--- src/rtl/ir_tx_arbiter.sv ---
`default_nettype none
// +--------------------------------------------------------------------------+
// | ir_tx_arbiter: round-robin share of one NEC IR transmitter, 4 requesters |
// | Revision: 1.0                                                            |
// +--------------------------------------------------------------------------+
module ir_tx_arbiter #(
  parameter int FRAME_CYCLES = 6800000,
  parameter int GAP_CYCLES   = 4000000,
  parameter int CNT_W        = 24
) (
  input  logic        clk,
  input  logic        rst,
  input  logic [3:0]  req,
  input  logic [31:0] addr_in,
  input  logic [31:0] cmd_in,
  input  logic        abort,
  output logic [3:0]  ack,
  output logic [3:0]  done,
  output logic        aborted,
  output logic [1:0]  owner,
  output logic        busy,
  output logic        ir_en,
  output logic [7:0]  addr,
  output logic [7:0]  cmd
);

  localparam logic [1:0] c_st_idle = 2'd0;
  localparam logic [1:0] c_st_tx   = 2'd1;
  localparam logic [1:0] c_st_gap  = 2'd2;

  localparam logic [CNT_W-1:0] c_frame_last = CNT_W'(FRAME_CYCLES - 1);
  localparam logic [CNT_W-1:0] c_gap_last   = CNT_W'(GAP_CYCLES - 1);

  logic [1:0]       state_q,   state_d;
  logic [CNT_W-1:0] cnt_q,     cnt_d;
  logic [1:0]       rr_ptr_q,  rr_ptr_d;
  logic [1:0]       owner_q,   owner_d;
  logic [7:0]       addr_q,    addr_d;
  logic [7:0]       cmd_q,     cmd_d;
  logic             ir_en_q,   ir_en_d;
  logic             busy_q,    busy_d;
  logic [3:0]       ack_q,     ack_d;
  logic [3:0]       done_q,    done_d;
  logic             aborted_q, aborted_d;

  logic       w_grant;
  logic       w_cnt_zero;
  logic [1:0] w_win_idx;

  assign w_grant    = |req;
  assign w_cnt_zero = (cnt_q == '0);

  // Scan downward so the offset closest to rr_ptr is the last (winning) write.
  always_comb begin
    w_win_idx = rr_ptr_q;
    for (int k = 3; k >= 0; k--) begin
      if (req[rr_ptr_q + 2'(k)]) begin
        w_win_idx = rr_ptr_q + 2'(k);
      end
    end
  end

  always_ff @(posedge clk) begin
    if (rst) begin
      state_q   <= c_st_idle;
      cnt_q     <= '0;
      rr_ptr_q  <= 2'd0;
      owner_q   <= 2'd0;
      addr_q    <= 8'd0;
      cmd_q     <= 8'd0;
      ir_en_q   <= 1'b0;
      busy_q    <= 1'b0;
      ack_q     <= 4'd0;
      done_q    <= 4'd0;
      aborted_q <= 1'b0;
    end else begin
      state_q   <= state_d;
      cnt_q     <= cnt_d;
      rr_ptr_q  <= rr_ptr_d;
      owner_q   <= owner_d;
      addr_q    <= addr_d;
      cmd_q     <= cmd_d;
      ir_en_q   <= ir_en_d;
      busy_q    <= busy_d;
      ack_q     <= ack_d;
      done_q    <= done_d;
      aborted_q <= aborted_d;
    end
  end

  always_comb begin
    state_d  = state_q;
    cnt_d    = cnt_q;
    rr_ptr_d = rr_ptr_q;
    case (state_q)
      c_st_idle: begin
        if (w_grant) begin
          state_d  = c_st_tx;
          cnt_d    = c_frame_last;
          rr_ptr_d = w_win_idx + 2'd1;
        end
      end
      c_st_tx: begin
        // abort outranks the natural end of the frame
        if (abort || w_cnt_zero) begin
          state_d = c_st_gap;
          cnt_d   = c_gap_last;
        end else begin
          cnt_d = cnt_q - 1'b1;
        end
      end
      c_st_gap: begin
        if (w_cnt_zero) begin
          state_d = c_st_idle;
        end else begin
          cnt_d = cnt_q - 1'b1;
        end
      end
      default: begin
        state_d = c_st_idle;
        cnt_d   = '0;
      end
    endcase
  end

  always_comb begin
    owner_d   = owner_q;
    addr_d    = addr_q;
    cmd_d     = cmd_q;
    ir_en_d   = ir_en_q;
    busy_d    = busy_q;
    ack_d     = 4'd0;
    done_d    = 4'd0;
    aborted_d = 1'b0;
    case (state_q)
      c_st_idle: begin
        if (w_grant) begin
          owner_d           = w_win_idx;
          addr_d            = addr_in[{w_win_idx, 3'b000} +: 8];
          cmd_d             = cmd_in[{w_win_idx, 3'b000} +: 8];
          ack_d[w_win_idx]  = 1'b1;
          ir_en_d           = 1'b1;
          busy_d            = 1'b1;
        end
      end
      c_st_tx: begin
        if (abort) begin
          ir_en_d   = 1'b0;
          aborted_d = 1'b1;
        end else if (w_cnt_zero) begin
          ir_en_d         = 1'b0;
          done_d[owner_q] = 1'b1;
        end
      end
      c_st_gap: begin
        if (w_cnt_zero) begin
          busy_d = 1'b0;
        end
      end
      default: begin
        ir_en_d = 1'b0;
        busy_d  = 1'b0;
      end
    endcase
  end

  assign ack     = ack_q;
  assign done    = done_q;
  assign aborted = aborted_q;
  assign owner   = owner_q;
  assign busy    = busy_q;
  assign ir_en   = ir_en_q;
  assign addr    = addr_q;
  assign cmd     = cmd_q;

endmodule
`default_nettype wire

--- config.mk ---
export PLATFORM = sky130hd
export DESIGN_NAME = ir_tx_arbiter
export DESIGN_NICKNAME = d
export VERILOG_FILES = /design/src/rtl/ir_tx_arbiter.sv
export SDC_FILE = /design/constraint.sdc
export NUM_CORES = 1
export LEC_CHECK = 0
export CAP_MARGIN = 20
export CORE_UTILIZATION = 42
export DETAILED_ROUTE_END_ITERATION = 7
export HOLD_SLACK_MARGIN = 0.1
export PLACE_DENSITY = 0.81
export SLEW_MARGIN = 20
export SYNTH_ARGS = -nofsm -noshare
export SYNTH_HDL_FRONTEND = slang
export SYNTH_SLANG_ARGS = --single-unit
--- constraint.sdc ---
create_clock -name clk -period 2.2 [get_ports clk]
set_input_delay 0.22 -clock clk [delete_from_list [all_inputs] [get_ports clk]]
set_output_delay 0.22 -clock clk [all_outputs]
set_load 0.1 [all_outputs]
==> impl_metrics.toml, run 1 <==
[finish]
nNetsFinal = 551
final_cell_mix = "70 x clkdlybuf4s50_1, 68 x buf_4, 53 x dfxtp_1"
multiInputGateArea_um2 = 1900
final_cell_area_um2 = 4710
layout_commonest_cell = "clkdlybuf4s50_1"
areaGrowthSynthToFinish_pct = 50.7
n_antenna_cell = 0
instances_no_fill = 578
final_layout_size_suffix_gt1_frac = 0.265
ff_latch_area_um2 = 1150
n_fill_cell = 610

[drt]
ant_nets = 0
drt-initial-drc-count = 214
dr_total_vias = 3302
drc = 0
drt_pass1_iterations = 6
avgRoutedWirePerCell_um = 17.0
viasPerCell = 5.71
drt-total-wl_um = 9800

[clock_tree]
numCtsBuffers = 9
cts_tree = "done"
cts_buffer_depth = 2
htree_levels = 3
cts.sinks = 57
root_buffer = "clkbuf_8"
clkTransAtPathRegs_ns = 0.08
clk_latency_ns = 0.35

[sta]
worst_slew_pin_slew_ns = 0.771
hold_viol_final = 0
clock_skew_ns = 0.0138
setup_viol = 0
slew_violations = 0
relSlewSlack = 0.486
fin_crit_ns = 2.11
setup_ws_ns = 0.0855
fmax_mhz = 473
fin_crit_sh = 0.961

[die]
num_io_pins = 100
start_util = 0.433
die_h_um = 88.2
num_rows = 31
die_area_um2 = 7790
core_area_um2 = 7210
die_x_um = 88.2

[power_and_ir_drop]
p_sw_frac = 0.385
clkPwrFrac = 0.289
internal-power_mw = 2.38
power_density_nw_per_um2 = 821
leakage_nw = 1.91
combPwrFrac = 0.383
vdd_drop_max_uv = 383
netSwitchingPower_mw = 1.49
p_seq_frac = 0.328
total_power_mw = 3.87

[synthesis]
synth_edf_count = 0
yosysSeqAreaShare = 0.365
postSynthRegisterBits = 57
async_reset_ff_frac = 0
yosysUniqueCellTypes = 56
avgSynthCellArea_um2 = 9.30
syn_inst = 336
ys_warn_count = 0
synth-main-ff-cell = "dfxtp_1"
syn-num-nets = 413
synth_area_um2 = 3120

[setup_path]
crit_type = "flop to flop"
reg2reg_depth = 8
rr_endpoint = "cnt_q[18]"
end_kind = "flop"
cp-start-kind = "flop"
critical_path.cell_chain = "inv_2 > ha_2 > or3b_4 > nor4b_4 > buf_4 > nand2_2 > or3_1 > a32o_1"
r2r-start = "cnt_q[1]"
max_stage_delay_ns = 0.40
critPathSlowestCell = "or3b_4"
critPathMaxFanout = 5
r2r_slack_ns = 0.09
cp.arrival_ns = 2.36
cp.required_ns = 2.44

[min_path]
hp-class = "flop to flop"
holdPathStages = 1
hp-start = "owner[1]"
min_to = "done[1]"

[global_routing]
grtUsageTotal = 0.254
grt_pass1_wl_um = 14900
antenna_found_initial = 0
grt_max_degree = 22
grt_overflow = 0
grt_pass1_vias = 3142

[placement]
place_hpwl_um = 7300
globalplace.congestion = 0.926
placed_cell_area_um2 = 4430
preCtsSetupSlack_ns = -0.0689
dp.cells = 560
port_buffers = 99

[run]
cap_violations = 0

[outcome]
outcome = "complete, no violations"
==> cell usage after synthesis (2+ instances only) <==
master     instances  share of area
nor4_1             5          0.010
nand3_1            8          0.013
ha_1               6          0.024
nand4b_1           2         0.0056
inv_1             10          0.012
nand4_1            2         0.0040
o211a_1            3         0.0096
nor2b_1            2         0.0040
nor3_1             9          0.014
o31ai_1            3         0.0072
and3_1             8          0.016
a31oi_1            7          0.014
nand2_2            2         0.0040
o21ai_2            2         0.0056
nor2_1            37          0.044
a32o_1             5          0.016
a22o_1            18          0.050
a21oi_1           19          0.030
xor2_1             4          0.011
clkbuf_1          10          0.012
nand2_1           35          0.042
o22ai_1            2         0.0040
o21ai_1            2         0.0032
o21ai_0           21          0.034
buf_6              2         0.0072
a2111oi_0          2         0.0056
mux4_2            16           0.12
or4_1              4         0.0096
and4_1             2         0.0056
dfxtp_1           57           0.37
a211oi_1           3         0.0072
or3_1              4         0.0080
==> kinds of logic after synthesis <==
logic type / Yosys count / synth area share
XOR/XNOR: 5 / 0.0140
multiplexers: 16 / 0.115
adder cells (fa/ha/maj): 6 / 0.0240
flip-flops: 57 / 0.365
buffers and inverters: 24 / 0.0372
AND/OR/NAND/NOR: 131 / 0.224
AO/OA/AOI/OAI: 97 / 0.220
==> sequential cells by signal (all words and copies together), names as in the netlist <==
register,flops
cnt_q,24
addr,8
cmd,8
ack,4
done,4
owner,2
rr_ptr_q,2
state_q,2
aborted,1
busy,1
ir_en,1
==> power by group through the flow <==
stage	Sequential (mW)	Clock [mW]	Combinational, mW
2_1_floorplan	1.71	0	0.549
3_3_place_gp	1.27	0	1.43
3_5_place_dp	1.28	0	1.46
4_1_cts	1.26	1.13	1.47
5_1_grt	1.28	1.19	1.57
6_report	1.27	1.12	1.48
==> what timing repair did <==
action | in CTS | in global routing
setup endpoints to repair | 0 | 19
buffers inserted | 0 | 2
hold buffers | 0 | 0
gates resized for setup | 0 | 17
==> layer usage <==
| layer | global-route usage | vias to the layer above | part of all wire |
|---|---|---|---|
| met5 | 0 | - | 0 |
| met4 | 0.139 | 0 | 0.027 |
| met3 | 0.0448 | 24 | 0.056 |
| met2 | 0.403 | 128 | 0.49 |
| met1 | 0.328 | 1584 | 0.43 |
| li1 | - | 1566 | - |
==> final cells by class <==
class,instances,area share
inverters,10,0.00797
flip-flops and latches,57,0.243
repair buffers,141,0.270
multi-input cells,255,0.404
clock inverters,7,0.0218
clock buffers,9,0.0263
well taps,99,0.0263
==> worst max-delay path, delay by kind of cell, from the launching register on <==
family | cells | cell delay (ns)
AO/OA/AOI/OAI | 1 | 0.26
adder cells (fa/ha/maj) | 1 | 0.17
buffers and inverters | 2 | 0.23
flip-flops | 1 | 0.32
AND/OR/NAND/NOR | 4 | 1.03
==> how the worst max path moves through the flow <==
stage,to,startpoint,slack (ns),depth (start not counted)
2_1_floorplan,cnt_q[18],cnt_q[0],0.004,7
5_1_grt,cnt_q[11],cnt_q[0],-0.02,7
3_3_place_gp,addr[5],req[3],-0.007,8
4_1_cts,cnt_q[20],cnt_q[0],0.02,8
3_5_place_dp,addr[6],req[3],-0.07,8
6_report,cnt_q[18],cnt_q[1],0.09,8
==> stage by stage <==
| step | utilization | setup TNS, ns | hold WS [ns] |
|---|---|---|---|
| global placement | 0.613 | -0.0632 | 0.464 |
| floorplan | - | 0 | 0.425 |
| CTS | 0.645 | 0 | 0.489 |
| finish | 0.653 | 0 | 0.486 |
| detailed placement | 0.613 | -0.884 | 0.469 |
| global route | 0.653 | -0.0316 | 0.508 |
Power figures use the tool's default switching activity.
==> run 2, diff against run 1 <==
--- a/config.mk
+++ b/config.mk
@@ -8,7 +8,6 @@
 export CAP_MARGIN = 20
 export CORE_UTILIZATION = 42
 export DETAILED_ROUTE_END_ITERATION = 7
-export HOLD_SLACK_MARGIN = 0.1
 export PLACE_DENSITY = 0.81
 export SLEW_MARGIN = 20
 export SYNTH_ARGS = -nofsm -noshare
==> results of run 2 <==
Final layout, timing and power as in run 1 (identical DEF).
